==> config.mk <==
export PLATFORM = sky130hd
export DESIGN_NAME = square_accumulator
export DESIGN_NICKNAME = d
export VERILOG_FILES = /design/src/rtl/square_accumulator.sv
export SDC_FILE = /design/constraint.sdc
export NUM_CORES = 1
export LEC_CHECK = 0
export CORE_ASPECT_RATIO = 1.25
export CORE_MARGIN = 2
export CORE_UTILIZATION = 50
export DETAILED_ROUTE_END_ITERATION = 7
export GPL_TIMING_DRIVEN = 0
export PLACE_DENSITY_LB_ADDON = 0.05
export SYNTH_ARGS = -nofsm -noshare
export SYNTH_HDL_FRONTEND = slang
export SYNTH_SLANG_ARGS = --single-unit
==> constraint.sdc <==
create_clock -name clk_in -period 2.7 [get_ports clk_in]
set_input_delay 0.54 -clock clk_in [delete_from_list [all_inputs] [get_ports clk_in]]
set_output_delay 0.54 -clock clk_in [all_outputs]
set_load 0.05 [all_outputs]
==> src/rtl/square_accumulator.sv <==
// rtl/square_accumulator.sv - frame accumulator of squared samples emitting sum and mean per 2^LOG2_COUNT samples
// Optional running-peak output enabled by defining SQUARE_ACCUMULATOR_PEAK_EN.
module square_accumulator #(
  parameter int WIDTH      = 16,
  parameter int LOG2_COUNT = 4
) (
  input  logic                        clk_in,
  input  logic                        rst_in,
  input  logic [WIDTH-1:0]            sample_in,
  input  logic                        sample_valid_in,
  input  logic                        clear_in,
  output logic [WIDTH+LOG2_COUNT-1:0] sum_out,
  output logic [WIDTH-1:0]            mean_out,
  output logic                        valid_out,
`ifdef SQUARE_ACCUMULATOR_PEAK_EN
  output logic [WIDTH-1:0]            peak_out,
`endif
  output logic [LOG2_COUNT-1:0]       count_out
);

  localparam int SUM_W = WIDTH + LOG2_COUNT;
  localparam logic [LOG2_COUNT-1:0] LAST_IDX = {LOG2_COUNT{1'b1}};

  logic [SUM_W-1:0] acc;
  logic [SUM_W-1:0] next_sum;
  logic             accept;
  logic             last_sample;

  assign accept      = sample_valid_in & ~clear_in;
  assign last_sample = (count_out == LAST_IDX);
  // Accumulator is wide enough for a full frame of all-ones samples.
  assign next_sum    = acc + {{LOG2_COUNT{1'b0}}, sample_in};

  always_ff @(posedge clk_in) begin
    if (rst_in) begin
      acc       <= '0;
      count_out <= '0;
      sum_out   <= '0;
      mean_out  <= '0;
      valid_out <= 1'b0;
    end else begin
      valid_out <= 1'b0;
      if (clear_in) begin
        acc       <= '0;
        count_out <= '0;
      end else if (accept) begin
        count_out <= count_out + 1'b1;
        if (last_sample) begin
          acc       <= '0;
          sum_out   <= next_sum;
          mean_out  <= next_sum[SUM_W-1:LOG2_COUNT];
          valid_out <= 1'b1;
        end else begin
          acc <= next_sum;
        end
      end
    end
  end

`ifdef SQUARE_ACCUMULATOR_PEAK_EN
  logic [WIDTH-1:0] run_peak;
  logic [WIDTH-1:0] next_peak;

  assign next_peak = (sample_in > run_peak) ? sample_in : run_peak;

  always_ff @(posedge clk_in) begin
    if (rst_in) begin
      run_peak <= '0;
      peak_out <= '0;
    end else if (clear_in) begin
      run_peak <= '0;
    end else if (accept) begin
      if (last_sample) begin
        run_peak <= '0;
        peak_out <= next_peak;
      end else begin
        run_peak <= next_peak;
      end
    end
  end
`endif

endmodule

# Word-level counts from Yosys, hierarchy flattened
# Index checks and enable logic that the tools add are counted.
totals:
  reg_bits: 61
  input_bits: 20
  word_cells: 16
op_classes:
  addsub: 2
  eq_ne: 1
  n_mux: 2
  bitwise: 3
  n_reduce_logical: 3
ops:
  columns: ["operator", "n"]
  rows:
  - ["$add 20x16->20", 1]
  - ["$mux 20", 1]
  - ["$add 4x1->4 const B", 1]
  - ["$eq 4x4->1 const B", 1]
  - ["$reduce_and 3->1", 1]
  - ["$reduce_or 3->1", 1]
  - ["$not 1->1", 2]
  - ["$reduce_or 2->1", 1]
  - ["$and 1x1->1", 1]
  - ["$mux 1", 1]

# Longest topological paths before layout
depth:
  ltp_word: 4
  depth_mapped: 9
  mapped_depth_nobuf: 9

# Worst setup path before layout
# No wires, ideal clock.
synth_timing:
  path_type: "input to register"
  startpoint: "input port sample_in[11]"
  endpoint: "register sum_out[16]"
  setup_ns: 0.132
  arrival_time_ns: 2.283
  required_time_ns: 2.568
  slack_ns: 0.285
  stages: 8
  path_cell_list: "ha_1 > a21o_1 > a21o_1 > a2111oi_2 > nor3_2 > or3_2 > nand3_1 > a21oi_1"
synth_via:
  elab_chain_len: 1
synth_lines:
  columns: ["item", "line_no", "rtl"]
  rows:
  - ["start: declaration", "9", "input logic [WIDTH-1:0] sample_in,"]
  - ["$add 20x16->20", "32", "assign next_sum = acc + {{LOG2_COUNT{1'b0}}, sample_in};"]
  - ["end signal: assignment", "50", "sum_out <= next_sum;"]
  - ["end: declaration", "12", "output logic [WIDTH+LOG2_COUNT-1:0] sum_out,"]
# No other way between the ends.
# A chain may end at the register's enable or synchronous reset.

# Final worst setup path
layout_timing:
  startpoint: "input port sample_in[0]"
  endpoint: "register acc[18]"
layout_via:
  elab_chain_len: 2
layout_lines:
  columns: ["item", "line_no", "rtl"]
  rows:
  - ["$add 20x16->20", "32", null]
  - ["$mux 20", "48", "if (last_sample) begin"]
  - ["end signal: assignment", "54", "acc <= next_sum;"]
  - ["end: declaration", "24", "logic [SUM_W-1:0] acc;"]
# No other way between the ends.

==> qor.yml <==
path_delay_family: "compound AO/OA/AOI/OAI gates"
ant_nets: 0
grt_pass1_vias: 2282
cpMaxStageDelayCell: "clkdlybuf4s50_1"
startpoint: "sample_in[0]"
cts_made_buffers: 5
crit_top_cell: "o211ai_2"
clock_sinks: 45
hold_viol_final: 0
finalWeightedCongestion: 0.886
grt_pass1_wl_mm: 10.4
status: "finished, final reports clean"
final_cell_mix: "clkdlybuf4s50_1, dfxtp_1, nand2_1"
cp-endpoint: "acc[18]"
dp_slack_ps: -333
rrSetupSlack_ps: 440
drt-pass1-iter-count: 4
setup_tns_ps: 0
cts_tree: "done"
critical_path_depth: 10
power.density_nw_per_um2: 385
drive_gt1_share_pct: 13.3
synthArstFlopShare_pct: 0
p_leak_nw: 1.36
worstPathCellList: "clkdlybuf4s50_1 -> ha_2 -> fa_2 -> a21oi_2 -> o211ai_2 -> o211ai_2 -> a211oi_4 -> o211ai_2 -> or4_1 -> a31oi_1"
start_util_pct: 51.7
reg2reg_depth: 9
antenna_found_initial: 0
avgRoutedWirePerCell_um: 14.6
synth_area_um2: 2610
vias_per_cell: 5.54
syn_nets: 346
synthAdderAreaFrac_pct: 8.93
vdd_drop_max_mv: 0.268
synthXorXnorAreaFrac_pct: 6.72
synth_area_leaders: "dfxtp_1, ha_1, nand2_1, a21oi_1, buf_4"
diodes: 0
period_share_pct: 96.6
dpl.cell_count: 429
cts_root_buf: "clkbuf_8"
portBuffers: 59
area_delta_synth_final_pct: 32.4
grt_usage_pct: 23.3
wl_mm: 6.43
cp_max_fo: 4
die_area_um2: 5810
synth.distinct_cells: 48
finalSetupViolCount: 0
die_width_um: 68.6
final_common_cell: "clkdlybuf4s50_1"
cts_buffer_depth: 2
synth_top_family_by_area: "compound AO/OA/AOI/OAI gates"
synthesis.instances: 308
fp.dieH_um: 84.7
cpPeakStageDelay_ps: 470
row_count: 29
clk-insertion-delay-late_ps: 300
synth_ff_type: "dfxtp_1"
worst_setup_path_end_kind: "flop"
vias: 2430
hold_depth: 2
hpwl_mm: 4.74
synth-edff-count: 0
clkTransAtPathRegs_ps: 90
setup_slack_ps: 90.8
cp.arrival_ps: 2850
cap_violations: 0
path_class: "input port to flop"
cts.htree.levels: 2
slew_viol_final: 0
tightest_slew_ps: 1270
rr_startpoint: "acc[0]"
fillers: 442
drcViolationCount: 0
yosysTopAreaCellShare_pct: 34.5
ys_seq_area_share_pct: 34.5
r2r_end: "acc[18]"
drt_iter0_drc: 88
yosys.area_share.simple_pct: 20.2
grt_start_max_net_pins: 14
muxShareOfSynthArea_pct: 0.768
fmax_ghz: 0.383
coreArea_um2: 5040
final_nets: 414
yosys_register_bits: 45
grt_setup_unrepaired: "true"
period_needed_ps: 2610
cp.required_ps: 2940
synth_area_per_cell_um2: 8.47
hp-class: "flop to flop"
pin_count: 61
yosysTopAreaCell: "dfxtp_1"
relSlewSlack_pct: 14.6
grt-ovfl-total: 0
synth_compound_area_share_pct: 21.1
path_buf_inv: 1
start_kind: "input port"
ys_warn_count: 0
finalClockSkew_ps: 8.51
instances_no_fill: 439
==> per-stage QoR <==
| step | hold WS [ps] | area (µm²) | power, mW | util, % |
|---|---|---|---|---|
| 4_1_cts | 466 | 3380 | 1.33 | 67.1 |
| 5_1_grt | 484 | 3450 | 1.39 | 68.5 |
| 3_5_place_dp | 451 | 3280 | 0.870 | 64.9 |
| 2_1_floorplan | 431 | 2610 | 0.811 | - |
| 6_report | 469 | 3450 | 1.33 | 68.5 |
| 3_3_place_gp | 438 | 3280 | 0.868 | 64.9 |
==> worst register-to-register path: cells and delay by family (launching register included) <==
family	cells	cell delay, ps
flip-flops	1	360
adder cells (fa/ha/maj)	2	430
AO/OA/AOI/OAI	6	1000
AND/OR/NAND/NOR	1	410
==> synthesized netlist by cell type, types with 2 or more instances <==
| cell type | instances |
|---|---|
| xor2_1 | 8 |
| dfxtp_1 | 45 |
| a21oi_1 | 27 |
| nor3b_1 | 3 |
| clkbuf_1 | 10 |
| xnor2_1 | 12 |
| nor2b_1 | 2 |
| o21bai_1 | 3 |
| nand3b_1 | 3 |
| or4_1 | 2 |
| buf_6 | 2 |
| nand4b_1 | 2 |
| or3_2 | 2 |
| a31oi_1 | 5 |
| a21o_1 | 6 |
| o211ai_2 | 3 |
| o21a_1 | 2 |
| mux2i_1 | 2 |
| buf_4 | 16 |
| a22o_1 | 9 |
| nor2_1 | 30 |
| nand2_1 | 39 |
| a211oi_1 | 3 |
| nand3_1 | 12 |
| nand2b_1 | 3 |
| ha_1 | 17 |
| inv_1 | 5 |
| nor3_1 | 5 |
| o21ai_0 | 8 |
| a22oi_1 | 4 |
==> how the worst min path moves through the flow <==
stage                       endpoint  slack, ps  startpoint
after floorplan               acc[0]        430      acc[0]
after global placement        acc[0]        440      acc[0]
after detailed placement      acc[0]        450      acc[0]
after CTS                     acc[0]        470      acc[0]
after global routing      sum_out[1]        480  sum_out[1]
final                     sum_out[0]        470  sum_out[0]
==> final cells by class <==
cell class,instances,area (µm²),share of cell area (%)
Tap cell,62,77.6,2.25
Clock buffer,7,96.3,2.79
Timing Repair Buffer,62,613,17.8
Sequential cell,45,901,26.1
Clock inverter,1,5.00,0.145
Inverter,5,18.8,0.543
Buffer,28,181,5.25
Multi-Input combinational cell,229,1560,45.2
==> report_power, final <==
part           switching, mW  total [mW]  internal (mW)
logic                  0.101       0.187         0.0861
registers            0.00520       0.676          0.670
clock network          0.236       0.468          0.232
==> cells by family (layout without fill, tap and decap cells) <==
group                      Yosys count  count (layout)
muxes                                2               2
and+or+nand+nor                    111             111
buffers and inverters               34             103
AOI/OAI and AO/OA                   78              78
xor gates and xnor gates            20              20
adders and majority gates           18              18
DFF                                 45              45
==> per-layer routing <==
metal	GRT usage (%)	wire (µm)
met1	29.2	2720
met2	39.9	3330
met3	2.95	305
met4	7.64	75
met5	0	0
==> repair_timing <==
item,CTS,global route
resized for setup,1,8
setup buffers,0,3
pin swaps,0,4
hold buffers,0,0
endpoints found under the setup margin,1,8
==> flip-flops by register name, indices dropped and copies added, names as in the netlist <==
signal,count
sum_out,20
valid_out,1
count_out,4
acc,20
Power figures use the tool's default switching activity.
